[config.mk]
export PLATFORM = sky130hd
export DESIGN_NAME = present_slayer_serial
export DESIGN_NICKNAME = d
export VERILOG_FILES = /design/src/rtl/present_pkg.sv /design/src/rtl/sbox.sv /design/src/rtl/present_slayer_serial.sv
export SDC_FILE = /design/constraint.sdc
export NUM_CORES = 1
export LEC_CHECK = 0
export CAP_MARGIN = 5
export CORE_MARGIN = 10
export CORE_UTILIZATION = 45
export CTS_CLUSTER_SIZE = 14
export DETAILED_ROUTE_END_ITERATION = 10
export DONT_BUFFER_PORTS = 1
export GPL_ROUTABILITY_DRIVEN = 0
export PLACE_DENSITY = 0.6
export SYNTH_ARGS = -nofsm -noshare
export SYNTH_HDL_FRONTEND = slang
export SYNTH_HIERARCHICAL = 1
export SYNTH_SLANG_ARGS = --single-unit
[constraint.sdc]
create_clock -name clk_i -period 1.9 [get_ports clk_i]
set_input_delay 0.57 -clock clk_i [delete_from_list [all_inputs] [get_ports clk_i]]
set_output_delay 0.57 -clock clk_i [all_outputs]
set_load 0.05 [all_outputs]
[src/rtl/present_pkg.sv]
// Shared PRESENT datapath types: state width, nibble width and the
// serial substitution-layer FSM encoding.
package present_pkg;

   localparam int STATE_W  = 64;
   localparam int NIBBLE_W = 4;

   typedef logic [STATE_W-1:0] state_t;

   typedef enum logic [1:0] {
      IDLE = 2'd0,
      SUB  = 2'd1,
      DONE = 2'd2
   } slayer_fsm_t;

endpackage

[src/rtl/sbox.sv]
// PRESENT 4-bit S-box, purely combinational.
module sbox (
   input  logic [3:0] data_i,
   output logic [3:0] data_o
);

   always_comb begin
      data_o = 4'h0;
      unique case (data_i)
         4'h0: data_o = 4'hC;
         4'h1: data_o = 4'h5;
         4'h2: data_o = 4'h6;
         4'h3: data_o = 4'hB;
         4'h4: data_o = 4'h9;
         4'h5: data_o = 4'h0;
         4'h6: data_o = 4'hA;
         4'h7: data_o = 4'hD;
         4'h8: data_o = 4'h3;
         4'h9: data_o = 4'hE;
         4'hA: data_o = 4'hF;
         4'hB: data_o = 4'h8;
         4'hC: data_o = 4'h4;
         4'hD: data_o = 4'h7;
         4'hE: data_o = 4'h1;
         4'hF: data_o = 4'h2;
         default: data_o = 4'h0;
      endcase
   end

endmodule

[src/rtl/present_slayer_serial.sv]
// Nibble-serial PRESENT substitution layer: one shared S-box, state rotated
// right by one nibble per clock, valid/ready on both sides.
module present_slayer_serial
   import present_pkg::*;
#(
   parameter int NIBBLES = 16
) (
   input  logic                          clk_i,
   input  logic                          rst_i,
   input  logic                          valid_i,
   output logic                          ready_o,
   input  logic [NIBBLE_W*NIBBLES-1:0]   data_i,
   output logic                          valid_o,
   input  logic                          ready_i,
   output logic [NIBBLE_W*NIBBLES-1:0]   data_o
);

   localparam int W     = NIBBLE_W * NIBBLES;
   localparam int CNT_W = (NIBBLES > 1) ? $clog2(NIBBLES) : 1;
   localparam logic [CNT_W-1:0] CNT_LAST = CNT_W'(NIBBLES - 1);

   slayer_fsm_t          state_q, state_d;
   logic [CNT_W-1:0]     cnt_q, cnt_d;
   logic [W-1:0]         data_q, data_d;
   logic [NIBBLE_W-1:0]  sbox_out;

   sbox u_sbox (
      .data_i (data_q[NIBBLE_W-1:0]),
      .data_o (sbox_out)
   );

   always_comb begin
      state_d = state_q;
      cnt_d   = cnt_q;
      data_d  = data_q;
      ready_o = 1'b0;
      valid_o = 1'b0;
      unique case (state_q)
         IDLE: begin
            ready_o = 1'b1;
            if (valid_i) begin
               data_d  = data_i;
               cnt_d   = '0;
               state_d = SUB;
            end
         end
         SUB: begin
            // After NIBBLES rotations every nibble is back in its original slot.
            data_d = {sbox_out, data_q[W-1:NIBBLE_W]};
            if (cnt_q == CNT_LAST) begin
               cnt_d   = '0;
               state_d = DONE;
            end else begin
               cnt_d = cnt_q + 1'b1;
            end
         end
         DONE: begin
            valid_o = 1'b1;
            if (ready_i) begin
               state_d = IDLE;
            end
         end
         default: begin
            state_d = IDLE;
         end
      endcase
   end

   always_ff @(posedge clk_i) begin
      if (rst_i) begin
         state_q <= IDLE;
         cnt_q   <= '0;
         data_q  <= '0;
      end else begin
         state_q <= state_d;
         cnt_q   <= cnt_d;
         data_q  <= data_d;
      end
   end

   assign data_o = data_q;

endmodule
==> metrics.md, run 1 <==
| Metric | Value |
|---|---|
| Mapped Nets | `484` |
| Via density | `5.70` |
| GR Util All Layers | `15.2%` |
| Io pins | `134` |
| Max_slew headroom | `59.4%` |
| DRT Wirelength | `9330 um` |
| CTS H-tree lvls | `3` |
| Sink Count | `70` |
| Detailed placer's ending HPWL | `6540 um` |
| DRC | `0` |
| Critical path peak fanout | `9` |
| DIE AREA | `11700 um^2` |
| Worst vdd ir | `about 0.43 mV` |
| NumNets Final | `469` |
| Crit path launch type | `register` |
| Final Slew Violations | `0` |
| Post-Synthesis Cell Area | `3510 um^2` |
| RR Startpoint | `state_q[0]$_SDFFE_PP0P_` |
| Initial DRT Pass Iterations | `4` |
| Crit path time final | `1.73 ns` |
| Die Wd | `about 110 um` |
| Mapped Avg Cell Area | `around 8.6 um^2` |
| Post-DP Area | `3570 um^2` |
| R2r setup slk | `0.34 ns` |
| Power per cell area | `987 nW/um^2` |
| Vias in the first global route | `~2.7k` |
| Synth top area cells | `dfxtp_1 (40%), a311oi_2 (17%), nand2_1 (14%)` |
| Clock transition at the registers of the reported paths | `roughly 0.07 ns` |
| Tightest Pin Transition | `0.608 ns` |
| Synth cell types | `31` |
| Site Rows | `32` |
| Wire per inst | `18.6 um` |
| Initial Util | `45.9%` |
| DR WL met2 | `4480 um` |
| Total CTS buffers | `9` |
| First DRT Iteration DRCs | `99` |
| Post-route cell area | `between 3000 and 4000 um^2` |
| Setup Buffers After CTS | `0` |
| Yosys warns | `6` |
| Crit Path Class | `register to primary output` |
| Initial antenna violation count | `0` |
| Hold_sp | `rst_i` |
| Max clock buf depth | `2` |
| Most frequent cells in the layout | `nand2_1 (130), nor2_1 (68), dfxtp_1 (68), a311oi_2 (40), a311oi_1 (24)` |
| Hold Path Class | `input pin to register` |
| Yosys reg bits | `70` |
| Vias | `2858` |
| Max layer used | `met4` |
| Dominant cell type by area after synthesis | `dfxtp_1` |
| Number of port buffers | `0` |
| Required @ worst endpoint | `1.33 ns` |
| Metal1 wirelength | `about 3800 um` |
| Worst EP arrival | `1.16 ns` |
| Fmax | `about 580 MHz` |
| Share of layout cells above drive strength 1 | `18.0%` |
| Die Span Y | `108 um` |
| Setup TNS | `0 ns` |
| Cells after DPL | `486` |
| Final hold vios | `0` |
| Total leakage power | `1.40 nW` |
| First-pass GRT wire length | `14400 um` |
| Core footprint | `7650 um^2` |
| Post-Route Skew | `0.00966 ns` |
| # setup viols final | `0` |
| Final core occ | `48.9%` |
| Status | `complete, no violations` |
| Area grow syn2layout | `6.63%` |
| Sequential element share of the synthesized area | `about two fifths` |
| Worst-Skew Late Latency | `0.33 ns` |
| Hold EP | `data_o[1]$_SDFFE_PP0P_` |
| CTS tree | `done` |
| Ant diodes | `0` |
| Most common cell after layout, fill and taps aside | `nand2_1` |
| Gate Count Post-Synth | `410` |
| Fin cells | `around 500` |
| Hold path depth | `1` |
| Total gr overflow | `0` |
| Total length of routed met3 wires | `1060 um` |
| Max-cap violations | `0` |
| Crit end category | `primary output` |
| Hold Worst Slack | `slightly above 0.3 ns` |
| Resized cells post-CTS | `0` |
| Worst Reg-to-Reg Cells | `4` |
| Synth top area share | `39.9%` |
| Largest net degree at the start of global routing | `between 70 and 80` |
| Hold buffer count at CTS | `0` |
| Post-route ant nets | `0` |
| RSZ-0062 raised after global routing | `no` |
| Root Buffer | `clkbuf_8` |
| Reg-to-Reg End | `data_o[25]$_SDFFE_PP0P_` |
| Period utilisation layout | `around nine tenths` |
==> cells by family (layout without fill, tap and decap cells) <==
family	after synthesis	after routing	share of synthesized area, %
flops	70	70	39.9
simple gates	208	208	23.2
mux	4	4	1.85
fa+ha+maj	6	6	2.14
compound gates	78	78	25.8
buf+inv	43	32	6.78
xor+xnor	1	1	0.250
==> flip-flops by register name, summed over array words and instances, names as in the netlist <==
name and count:
cnt_q 4, state_q 2, data_o 64
==> per-stage QoR <==
| stage | power [W] | worst slack [ns] |
|---|---|---|
| after floorplan | 0.00259 | 0.188 |
| after global routing | 0.00389 | 0.0654 |
| after global placement | 0.00267 | 0.380 |
| after detailed placement | 0.00269 | 0.344 |
| final | 0.00369 | 0.168 |
| after CTS | 0.00375 | 0.120 |
==> worst max path at each step <==
stage	start	to	slack, ns	cells past startpoint
after floorplan	state_q[0]$_SDFFE_PP0P_	valid_o	0.19	2
after global placement	data_o[0]$_SDFFE_PP0P_	data_o[62]$_SDFFE_PP0P_	0.38	5
after detailed placement	data_o[0]$_SDFFE_PP0P_	data_o[62]$_SDFFE_PP0P_	0.34	5
after CTS	state_q[1]$_SDFFE_PP0P_	valid_o	0.12	2
after global routing	state_q[1]$_SDFFE_PP0P_	valid_o	0.07	2
final	state_q[1]$_SDFFE_PP0P_	valid_o	0.17	2
==> critical path, cell delays in order (launching register included) <==
cell and delay (ns):
dfxtp_1 0.46, nor2b_1 0.17, buf_4 0.20
==> Yosys cell counts <==
master / n
nand2_1: 130
and2b_1: 1
o2bb2ai_1: 1
nor2_1: 68
or3_1: 1
buf_6: 1
o21a_1: 1
a311oi_1: 24
nor3b_1: 2
o21bai_1: 2
a22oi_1: 1
buf_2: 16
o21ai_0: 2
xnor2_1: 1
dfxtp_1: 70
inv_1: 4
ha_1: 6
clkbuf_1: 9
mux2i_1: 2
nor2b_1: 2
a21oi_1: 4
nand2b_1: 1
mux4_2: 2
o211ai_1: 1
a32oi_1: 1
a311oi_2: 40
nor4bb_1: 1
and4_1: 1
o21ba_2: 1
nor3_1: 1
buf_4: 13
==> area by class of cell <==
| class | count | area [um^2] |
|---|---|---|
| clock inverters | 1 | 5.00 |
| fillers | 735 | 3910 |
| well taps | 102 | 128 |
| multi-input cells | 297 | 1880 |
| clock buffers | 14 | 163 |
| inverters | 4 | 15.0 |
| repair buffers | 13 | 148 |
| flip-flops and latches | 70 | 1400 |
==> per-layer routing <==
| layer | GRT usage, % | vias up |
|---|---|---|
| li1 | - | 1393 |
| met1 | 17.7 | 1373 |
| met2 | 24.0 | 90 |
| met3 | 8.92 | 2 |
| met4 | 2.82 | 0 |
| met5 | 0 | - |
==> power breakdown <==
part           leakage [nW]  switching (W)  internal, W
clock network        0.0865       0.000506     0.000539
logic                 0.728       0.000306     0.000220
registers             0.581       0.000528      0.00159
Power figures use the tool's default switching activity.
==> inputs of run 2 (changes only) <==
--- a/config.mk
+++ b/config.mk
@@ -12,7 +12,7 @@
 export DETAILED_ROUTE_END_ITERATION = 10
 export DONT_BUFFER_PORTS = 1
 export GPL_ROUTABILITY_DRIVEN = 0
-export PLACE_DENSITY = 0.6
+export PLACE_DENSITY = 0.62
 export SYNTH_ARGS = -nofsm -noshare
 export SYNTH_HDL_FRONTEND = slang
 export SYNTH_HIERARCHICAL = 1
==> constraint.sdc (replaced) <==
create_clock -name clk_i -period 1.4 [get_ports clk_i]
set_input_delay 0.42 -clock clk_i [delete_from_list [all_inputs] [get_ports clk_i]]
set_output_delay 0.42 -clock clk_i [all_outputs]
set_load 0.05 [all_outputs]
==> run 2 against run 1 <==
Against the previous run:
- the flow now finishes with violations (negative setup slack)
- sequential share of layout area down 8.1 points
- total power is 54% higher
- non-clock buffer count up 84
- largest power group unchanged
==> metrics.md, run 2 (synthesis results as in run 1) <==
| Metric | Value |
|---|---|
| Initial Util | `45.9% (unchanged)` |
| CTS H-tree lvls | `3 (unchanged)` |
| Fmax | `between 600 and 700 MHz` |
| Vias | `3255 (+14%)` |
| Post-DP Area | `4140 um^2 (+16%)` |
| Hold path depth | `1 (unchanged)` |
| Critical path peak fanout | `8 (-1)` |
| Initial DRT Pass Iterations | `4 (unchanged)` |
| Total gr overflow | `0 (unchanged)` |
| Number of port buffers | `0 (unchanged)` |
| CTS tree | `done` |
| Status | `finished with violations` |
| Sequential Area | `1420 um^2 (+1.2%)` |
| Period utilisation layout | `106%` |
| Ant diodes | `0 (unchanged)` |
| Wire per inst | `19.4 um (+3.9%)` |
| Max-cap violations | `0 (unchanged)` |
| Final Slew Violations | `0 (unchanged)` |
| DRC | `0 (unchanged)` |
| First DRT Iteration DRCs | `140 (+41%)` |
| Crit end category | `primary output` |
| Post-route setup slack | `-0.0855 ns (-0.253 ns)` |
| GR Util All Layers | `16.2% (+0.97 points)` |
| Worst EP arrival | `1.07 ns (-0.09 ns)` |
| Area grow syn2layout | `37.5%` |
| DIE AREA | `11700 um^2 (unchanged)` |
| Post-route ant nets | `0 (unchanged)` |
| Core footprint | `7650 um^2 (unchanged)` |
| Final hold vios | `0 (unchanged)` |
| Share of layout cells above drive strength 1 | `38.6% (+21 points)` |
| NumNets Final | `555 (+18%)` |
| Crit Path Class | `register to primary output` |
| Filler cell count | `647 (-12%)` |
| Crit path time final | `between 1 and 1.5 ns` |
| Clock transition at the registers of the reported paths | `0.07 ns (about the same)` |
| Max_slew headroom | `75.5% (+16 points)` |
| Sink Count | `70 (unchanged)` |
| Post-Route Skew | `0.00925 ns (-0.000409 ns)` |
| # setup viols final | `21 (+21)` |
| DRT Wirelength | `11400 um (+22%)` |
| Cells after DPL | `550 (+13%)` |
| Tot Pwr | `0.00570 W (+54%)` |
| Detailed placer's ending HPWL | `6830 um (+4.3%)` |
| Pre-CTS setup slack | `-0.0349 ns (-0.379 ns)` |
| Fin cells | `587 (+17%)` |
| Most frequent cells in the layout | `nand2_1 (130), buf_4 (67), nor2_1 (66), dfxtp_1 (63), a311oi_2 (53)` |
| Die Span Y | `108 um (unchanged)` |
| Total leakage power | `1.97 nW (+41%)` |
| Largest net degree at the start of global routing | `71 (-5.3%)` |
| Power per cell area | `1180 nW/um^2 (+20%)` |
| Worst-Skew Late Latency | `0.35 ns (+0.02 ns)` |
| Required @ worst endpoint | `0.98 ns (-0.35 ns)` |
| Worst Reg-to-Reg Cells | `6 (+2)` |
| Max clock buf depth | `2 (unchanged)` |
| Initial antenna violation count | `0 (unchanged)` |
| Site Rows | `32 (unchanged)` |
| Io pins | `134 (unchanged)` |
| Violated checks | `negative setup slack` |
| Final core occ | `63.1% (+14 points)` |
| Post-route cell area | `4820 um^2 (+29%)` |
| First-pass GRT wire length | `15300 um (+6.1%)` |
| Max reg flops | `64 (unchanged)` |
| Multi-input gate area | `2040 um^2 (+8.5%)` |
| Worst vdd ir | `0.700 mV (+64%)` |
| Vias in the first global route | `3006 (+12%)` |
| Total CTS buffers | `9 (unchanged)` |
| Root Buffer | `clkbuf_8` |
| Hold Path Class | `input pin to register` |
| Tightest Pin Transition | `0.367 ns (-0.240 ns)` |
| Via density | `5.55 (-2.8%)` |
| Most common cell after layout, fill and taps aside | `nand2_1` |
| Die Wd | `108 um (unchanged)` |
| Crit path launch type | `register` |
| RSZ-0062 raised after global routing | `yes` |
run 2: report_power, final:
part | switching, W | internal, W | leakage [nW] | total (W)
clock | 0.000764 | 0.000849 | 0.102 | 0.00161
sequential | 0.0000947 | 0.00216 | 0.584 | 0.00225
combinational | 0.00117 | 0.000660 | 1.29 | 0.00183
run 2: path summary, 6_finish.rpt:
check	end	slack, ns	startpoint
worst max-delay path	valid_o	-0.09	state_q[0]$_SDFFE_PP0P_
worst min-delay path	data_o[2]$_SDFFE_PP0P_	0.14	rst_i
worst max register to register	data_o[8]$_SDFFE_PP0P_	-0.06	state_q[1]$_SDFFE_PP0P_
worst min register to register	data_o[19]$_SDFFE_PP0P_	0.51	data_o[23]$_SDFFE_PP0P_
run 2: final cells by class:
type,instances,share of cell area [%]
multi-input combinational,299,42.3
sequential,70,29.4
timing repair buffer,97,21.3
clock buffer,10,2.85
tap,102,2.65
clock inverter,5,1.04
inverter,4,0.415
run 2: critical path: stages, from the launching register on:
cell	delay [ns]
dfxtp_2	0.33
buf_6	0.13
nor2b_4	0.12
buf_12	0.14
run 2: stage by stage:
| step | setup TNS (ns) | hold slack, ns |
|---|---|---|
| final | -0.573 | 0.140 |
| after global routing | -3.85 | 0.110 |
| after CTS | -0.775 | 0.120 |
| after detailed placement | -0.0349 | 0.483 |
| after global placement | -0.00969 | 0.482 |
| after floorplan | -0.115 | 0.470 |
run 2: what timing repair did:
action                     CTS  global route
gates cloned                 0            13
pin swaps                    5            12
setup endpoints to repair    6            69
buffers inserted             4             5
hold buffers                 0             0
resized for setup           12            26
run 2: layer usage:
metal | vias up | global-route usage, % | wire length [um] | share of wire, %
met1 | 1556 | 19.9 | 4780 | 42
li1 | 1576 | - | - | -
met3 | 13 | 7.79 | 1010 | 8.9
met2 | 110 | 23.8 | 5420 | 48
met4 | 0 | 6.59 | 155 | 1.4
met5 | - | 0 | 0 | 0
==> inputs of run 3 (changes only) <==
--- a/config.mk
+++ b/config.mk
@@ -6,13 +6,16 @@
 export NUM_CORES = 1
 export LEC_CHECK = 0
 export CAP_MARGIN = 5
+export CELL_PAD_IN_SITES_DETAIL_PLACEMENT = 1
+export CELL_PAD_IN_SITES_GLOBAL_PLACEMENT = 1
 export CORE_MARGIN = 10
-export CORE_UTILIZATION = 45
+export CORE_UTILIZATION = 43
+export CTS_BUF_LIST = sky130_fd_sc_hd__clkbuf_2
 export CTS_CLUSTER_SIZE = 14
 export DETAILED_ROUTE_END_ITERATION = 10
 export DONT_BUFFER_PORTS = 1
 export GPL_ROUTABILITY_DRIVEN = 0
-export PLACE_DENSITY = 0.62
+export PLACE_DENSITY = 0.78
 export SYNTH_ARGS = -nofsm -noshare
 export SYNTH_HDL_FRONTEND = slang
 export SYNTH_HIERARCHICAL = 1
==> run 3 against run 2 <==
Against the previous run:
- the run now fails in global routing
- synthesized area unchanged
- synthesized cell count unchanged
==> metrics.md, run 3 <==
| Metric | Value |
|---|---|
| Sink Count | `70 (unchanged)` |
| Mux cell area share after synthesis | `1.85% (unchanged)` |
| Max clock buf depth | `2 (unchanged)` |
| Mapped Nets | `484 (unchanged)` |
| Die Span Y | `110 um (+1.9%)` |
| Synth cell count leaders | `nand2_1 (130), dfxtp_1 (70), nor2_1 (68), a311oi_2 (40), a311oi_1 (24)` |
| Total CTS buffers | `9 (unchanged)` |
| Post-Synthesis Cell Area | `3510 um^2 (unchanged)` |
| Xor/xnor share of the synthesized area | `0.250% (unchanged)` |
| Largest net degree at the start of global routing | `71` |
| Top-count cell post-synth | `nand2_1` |
| Synth cell types | `31 (unchanged)` |
| Synth top area share | `39.9% (unchanged)` |
| Gate Count Post-Synth | `410 (unchanged)` |
| Root Buffer | `clkbuf_2` |
| Top FF cell, synth | `dfxtp_1` |
| Halt Stage | `global routing` |
| Number of port buffers | `0 (unchanged)` |
| Die Wd | `110 um (+1.9%)` |
| Synth Area in Adders | `2.14% (unchanged)` |
| Yosys reg bits | `70 (unchanged)` |
| Status | `did not finish` |
| Synth top area cells | `dfxtp_1 (40%), a311oi_2 (17%), nand2_1 (14%)` |
| Initial antenna violation count | `0` |
| WEP type | `output port` |
| GR repair worst EP | `valid_o` |
| Largest family of logic cells by synthesized area | `compound AO/OA/AOI/OAI gates` |
| Detailed placer's ending HPWL | `8160 um (+20%)` |
| Mapped Avg Cell Area | `8.56 um^2 (unchanged)` |
| Err | `[ERROR DPL-0033] detailed placement checks failed during check placement.` |
| Initial Util | `44.7% (-1.2 points)` |
| Post-synthesis compound-gate area fraction | `25.8% (unchanged)` |
| Yosys warns | `6 (unchanged)` |
| Sequential element share of the synthesized area | `39.9% (unchanged)` |
| Dominant cell type by area after synthesis | `dfxtp_1` |
| Post-DP Area | `4160 um^2 (+0.30%)` |
| CTS H-tree lvls | `3 (unchanged)` |
| Post-synth EDFFs | `0 (unchanged)` |
| Simple-Gate Fraction of Synth Area | `23.2% (unchanged)` |
| Site Rows | `32 (unchanged)` |
| Ys async rst share | `0% (unchanged)` |
| Io pins | `134 (unchanged)` |
==> run 3: what timing repair did <==
| item | CTS |
|---|---|
| cloned | 12 |
| endpoints found under the hold margin | 70 |
| setup buffers | 24 |
| endpoints found under the setup margin | 72 |
| resized for setup | 216 |
| pin swaps | 15 |
==> run 3: cells by family after synthesis <==
logic type,Yosys count
buffers and inverters,43
flip-flops,70
adder cells (fa/ha/maj),6
AO/OA/AOI/OAI,78
multiplexers,4
AND/OR/NAND/NOR,208
XOR/XNOR,1
==> run 3: stage by stage <==
step	utilization, %	setup slack [ns]	std cells	setup TNS, ns
floorplan	-	-0.104	410	-0.115
global placement	53.0	0.00934	550	0
detailed placement	53.0	-0.0535	550	-0.0535
CTS	70.0	-0.368	601	-21.06
==> inputs of run 4 (changes only) <==
--- a/config.mk
+++ b/config.mk
@@ -6,16 +6,12 @@
 export NUM_CORES = 1
 export LEC_CHECK = 0
 export CAP_MARGIN = 5
-export CELL_PAD_IN_SITES_DETAIL_PLACEMENT = 1
-export CELL_PAD_IN_SITES_GLOBAL_PLACEMENT = 1
 export CORE_MARGIN = 10
-export CORE_UTILIZATION = 43
-export CTS_BUF_LIST = sky130_fd_sc_hd__clkbuf_2
-export CTS_CLUSTER_SIZE = 14
+export CORE_UTILIZATION = 40
 export DETAILED_ROUTE_END_ITERATION = 10
 export DONT_BUFFER_PORTS = 1
 export GPL_ROUTABILITY_DRIVEN = 0
-export PLACE_DENSITY = 0.78
+export PLACE_DENSITY_LB_ADDON = 0.15
 export SYNTH_ARGS = -nofsm -noshare
 export SYNTH_HDL_FRONTEND = slang
 export SYNTH_HIERARCHICAL = 1
==> constraint.sdc (replaced) <==
create_clock -name clk_i -period 1.8 [get_ports clk_i]
set_input_delay 0.54 -clock clk_i [delete_from_list [all_inputs] [get_ports clk_i]]
set_output_delay 0.54 -clock clk_i [all_outputs]
set_load 0.05 [all_outputs]
==> run 4 against run 3 <==
Against the previous run:
- the run now ends clean
==> metrics.md, run 4 (synthesis results as in run 1) <==
| Metric | Value |
|---|---|
| Cells after DPL | `495 (-10%)` |
| Ant diodes | `0` |
| Number of port buffers | `0 (unchanged)` |
| Root Buffer | `clkbuf_8` |
| Worst-Skew Late Latency | `0.35 ns` |
| Pre-CTS setup slack | `0.232 ns (+0.285 ns)` |
| Post-route ant nets | `0` |
| Worst EP arrival | `1.15 ns` |
| Vias in the first global route | `2791` |
| Crit path depth | `2` |
| CTS tree | `done` |
| Most frequent cells in the layout | `nand2_1 (130), nor2_1 (68), dfxtp_1 (67), a311oi_2 (40), a311oi_1 (24)` |
| Io pins | `134 (unchanged)` |
| Fin cells | `511` |
| Required @ worst endpoint | `roughly 1.3 ns` |
| # setup viols final | `0` |
| DRT Wirelength | `9530 um` |
| First DRT Iteration DRCs | `199` |
| Crit path launch type | `register` |
| Crit Path Class | `register to primary output` |
| Total leakage power | `1.46 nW` |
| Worst Reg-to-Reg Cells | `5` |
| Wire per inst | `about 19 um` |
| First-pass GRT wire length | `approximately 15000 um` |
| Final Slew Violations | `0` |
| Status | `complete, no violations` |
| Reg-to-Reg End | `data_o[62]$_SDFFE_PP0P_` |
| Crit path largest cell delay | `between 0.5 and 0.6 ns` |
| CP delay by family, top | `flip-flops` |
| WP buf/inv | `1` |
| Worst setup path end | `valid_o` |
| Post-Route Skew | `0.0111 ns` |
| Worst vdd ir | `0.609 mV` |
| Final hold vios | `0` |
| Critical path peak fanout | `11` |
| R2r setup slk | `0.22 ns` |
| Max_slew headroom | `59.9%` |
| CP max stage cell | `dfxtp_1` |
| Vias | `approximately 2.8k` |
| Setup Buffers After CTS | `0 (-100%)` |
| Initial antenna violation count | `0` |
| DIE AREA | `roughly 13000 um^2` |
| Area grow syn2layout | `10.7%` |
| Period utilisation layout | `94.0%` |
| Die Span Y | `114 um (+3.0%)` |
| Core footprint | `around 8600 um^2` |
| Tightest Pin Transition | `~0.60 ns` |
| DRC | `0` |
| Crit path launch | `state_q[0]$_SDFFE_PP0P_` |
| Post-route setup slack | `roughly 0.11 ns` |
| Sequential Area | `1410 um^2` |
| Hold Path Class | `input pin to register` |
| Sink Count | `70 (unchanged)` |
| Via density | `around 5.5` |
| Site Rows | `34 (+6.3%)` |
| Multi-input gate area | `1880 um^2` |
| Crit end category | `primary output` |
| Largest net degree at the start of global routing | `71` |
| Initial Util | `40.6% (-4.1 points)` |
| Detailed placer's ending HPWL | `6760 um (-17%)` |
| Most common cell after layout, fill and taps aside | `nand2_1` |
| CTS H-tree lvls | `3 (unchanged)` |
| Max-cap violations | `0` |
| Share of layout cells above drive strength 1 | `approximately a fifth` |
| Initial DRT Pass Iterations | `4` |
| Max reg flops | `64` |
| Final core occ | `45.0%` |
| Total CTS buffers | `9 (unchanged)` |
| Crit path time final | `1.69 ns` |
| Crit path cell chain | `nor2b_1, buf_4` |
| Fmax | `a little under 600 MHz` |
| Die Wd | `114 um (+3.0%)` |
| GR Util All Layers | `14.2%` |
| RR Startpoint | `data_o[0]$_SDFFE_PP0P_` |
| Clock transition at the registers of the reported paths | `0.08 ns` |
| Max clock buf depth | `2 (unchanged)` |
| NumNets Final | `472` |
| RSZ-0062 raised after global routing | `no` |
| Setup TNS | `0 ns` |
| Total gr overflow | `0` |
| Filler cell count | `approximately 900` |
| Power per cell area | `1170 nW/um^2` |
run 4: what timing repair did:
item	4_1_cts	5_1_grt
setup endpoints to repair	0	1
resized for setup	0	1
hold buffers	0	0
run 4: worst min-delay path by stage:
stage,from,end,slack [ns],cells after the start
2_1_floorplan,cnt_q[0]$_SDFFE_PP0P_,cnt_q[0]$_SDFFE_PP0P_,0.47,2
3_3_place_gp,cnt_q[0]$_SDFFE_PP0P_,cnt_q[0]$_SDFFE_PP0P_,0.49,2
3_5_place_dp,cnt_q[0]$_SDFFE_PP0P_,cnt_q[0]$_SDFFE_PP0P_,0.50,2
4_1_cts,rst_i,data_o[1]$_SDFFE_PP0P_,0.23,1
5_1_grt,rst_i,data_o[1]$_SDFFE_PP0P_,0.24,1
6_report,rst_i,data_o[8]$_SDFFE_PP0P_,0.26,1
run 4: metrics by stage:
stage	power, W	hold slack, ns	instance area (um^2)
final	0.00455	0.260	3880
after global routing	0.00474	0.240	3880
after CTS	0.00461	0.231	3880
after detailed placement	0.00285	0.497	3600
after global placement	0.00283	0.486	3600
after floorplan	0.00273	0.470	3510
run 4: where the power goes:
| group | total [W] | leakage, nW | internal [W] | switching, W |
|---|---|---|---|---|
| Sequential | 0.00223 | 0.582 | 0.00168 | 0.000548 |
| Combinational | 0.000569 | 0.743 | 0.000238 | 0.000331 |
| Clock | 0.00175 | 0.140 | 0.00114 | 0.000613 |
| Total | 0.00455 | 1.46 | 0.00306 | 0.00149 |
run 4: final cells by class:
cell class | count | share of cell area (%)
Clock inverter | 5 | 3.32
Inverter | 4 | 0.386
Tap cell | 108 | 3.48
Sequential cell | 70 | 36.2
Multi-Input combinational cell | 297 | 48.4
Clock buffer | 11 | 3.90
Timing Repair Buffer | 16 | 4.38
run 4: per-layer routing:
metal / vias up / wire length (um) / share of wire, % / GRT usage, %
met4: 0 / 143 / 1.5 / 5.58
met2: 94 / 4370 / 46 / 21.4
met1: 1326 / 4020 / 42 / 17.0
met5: - / 0 / 0 / 0
li1: 1405 / - / - / -
met3: 11 / 994 / 10 / 7.03
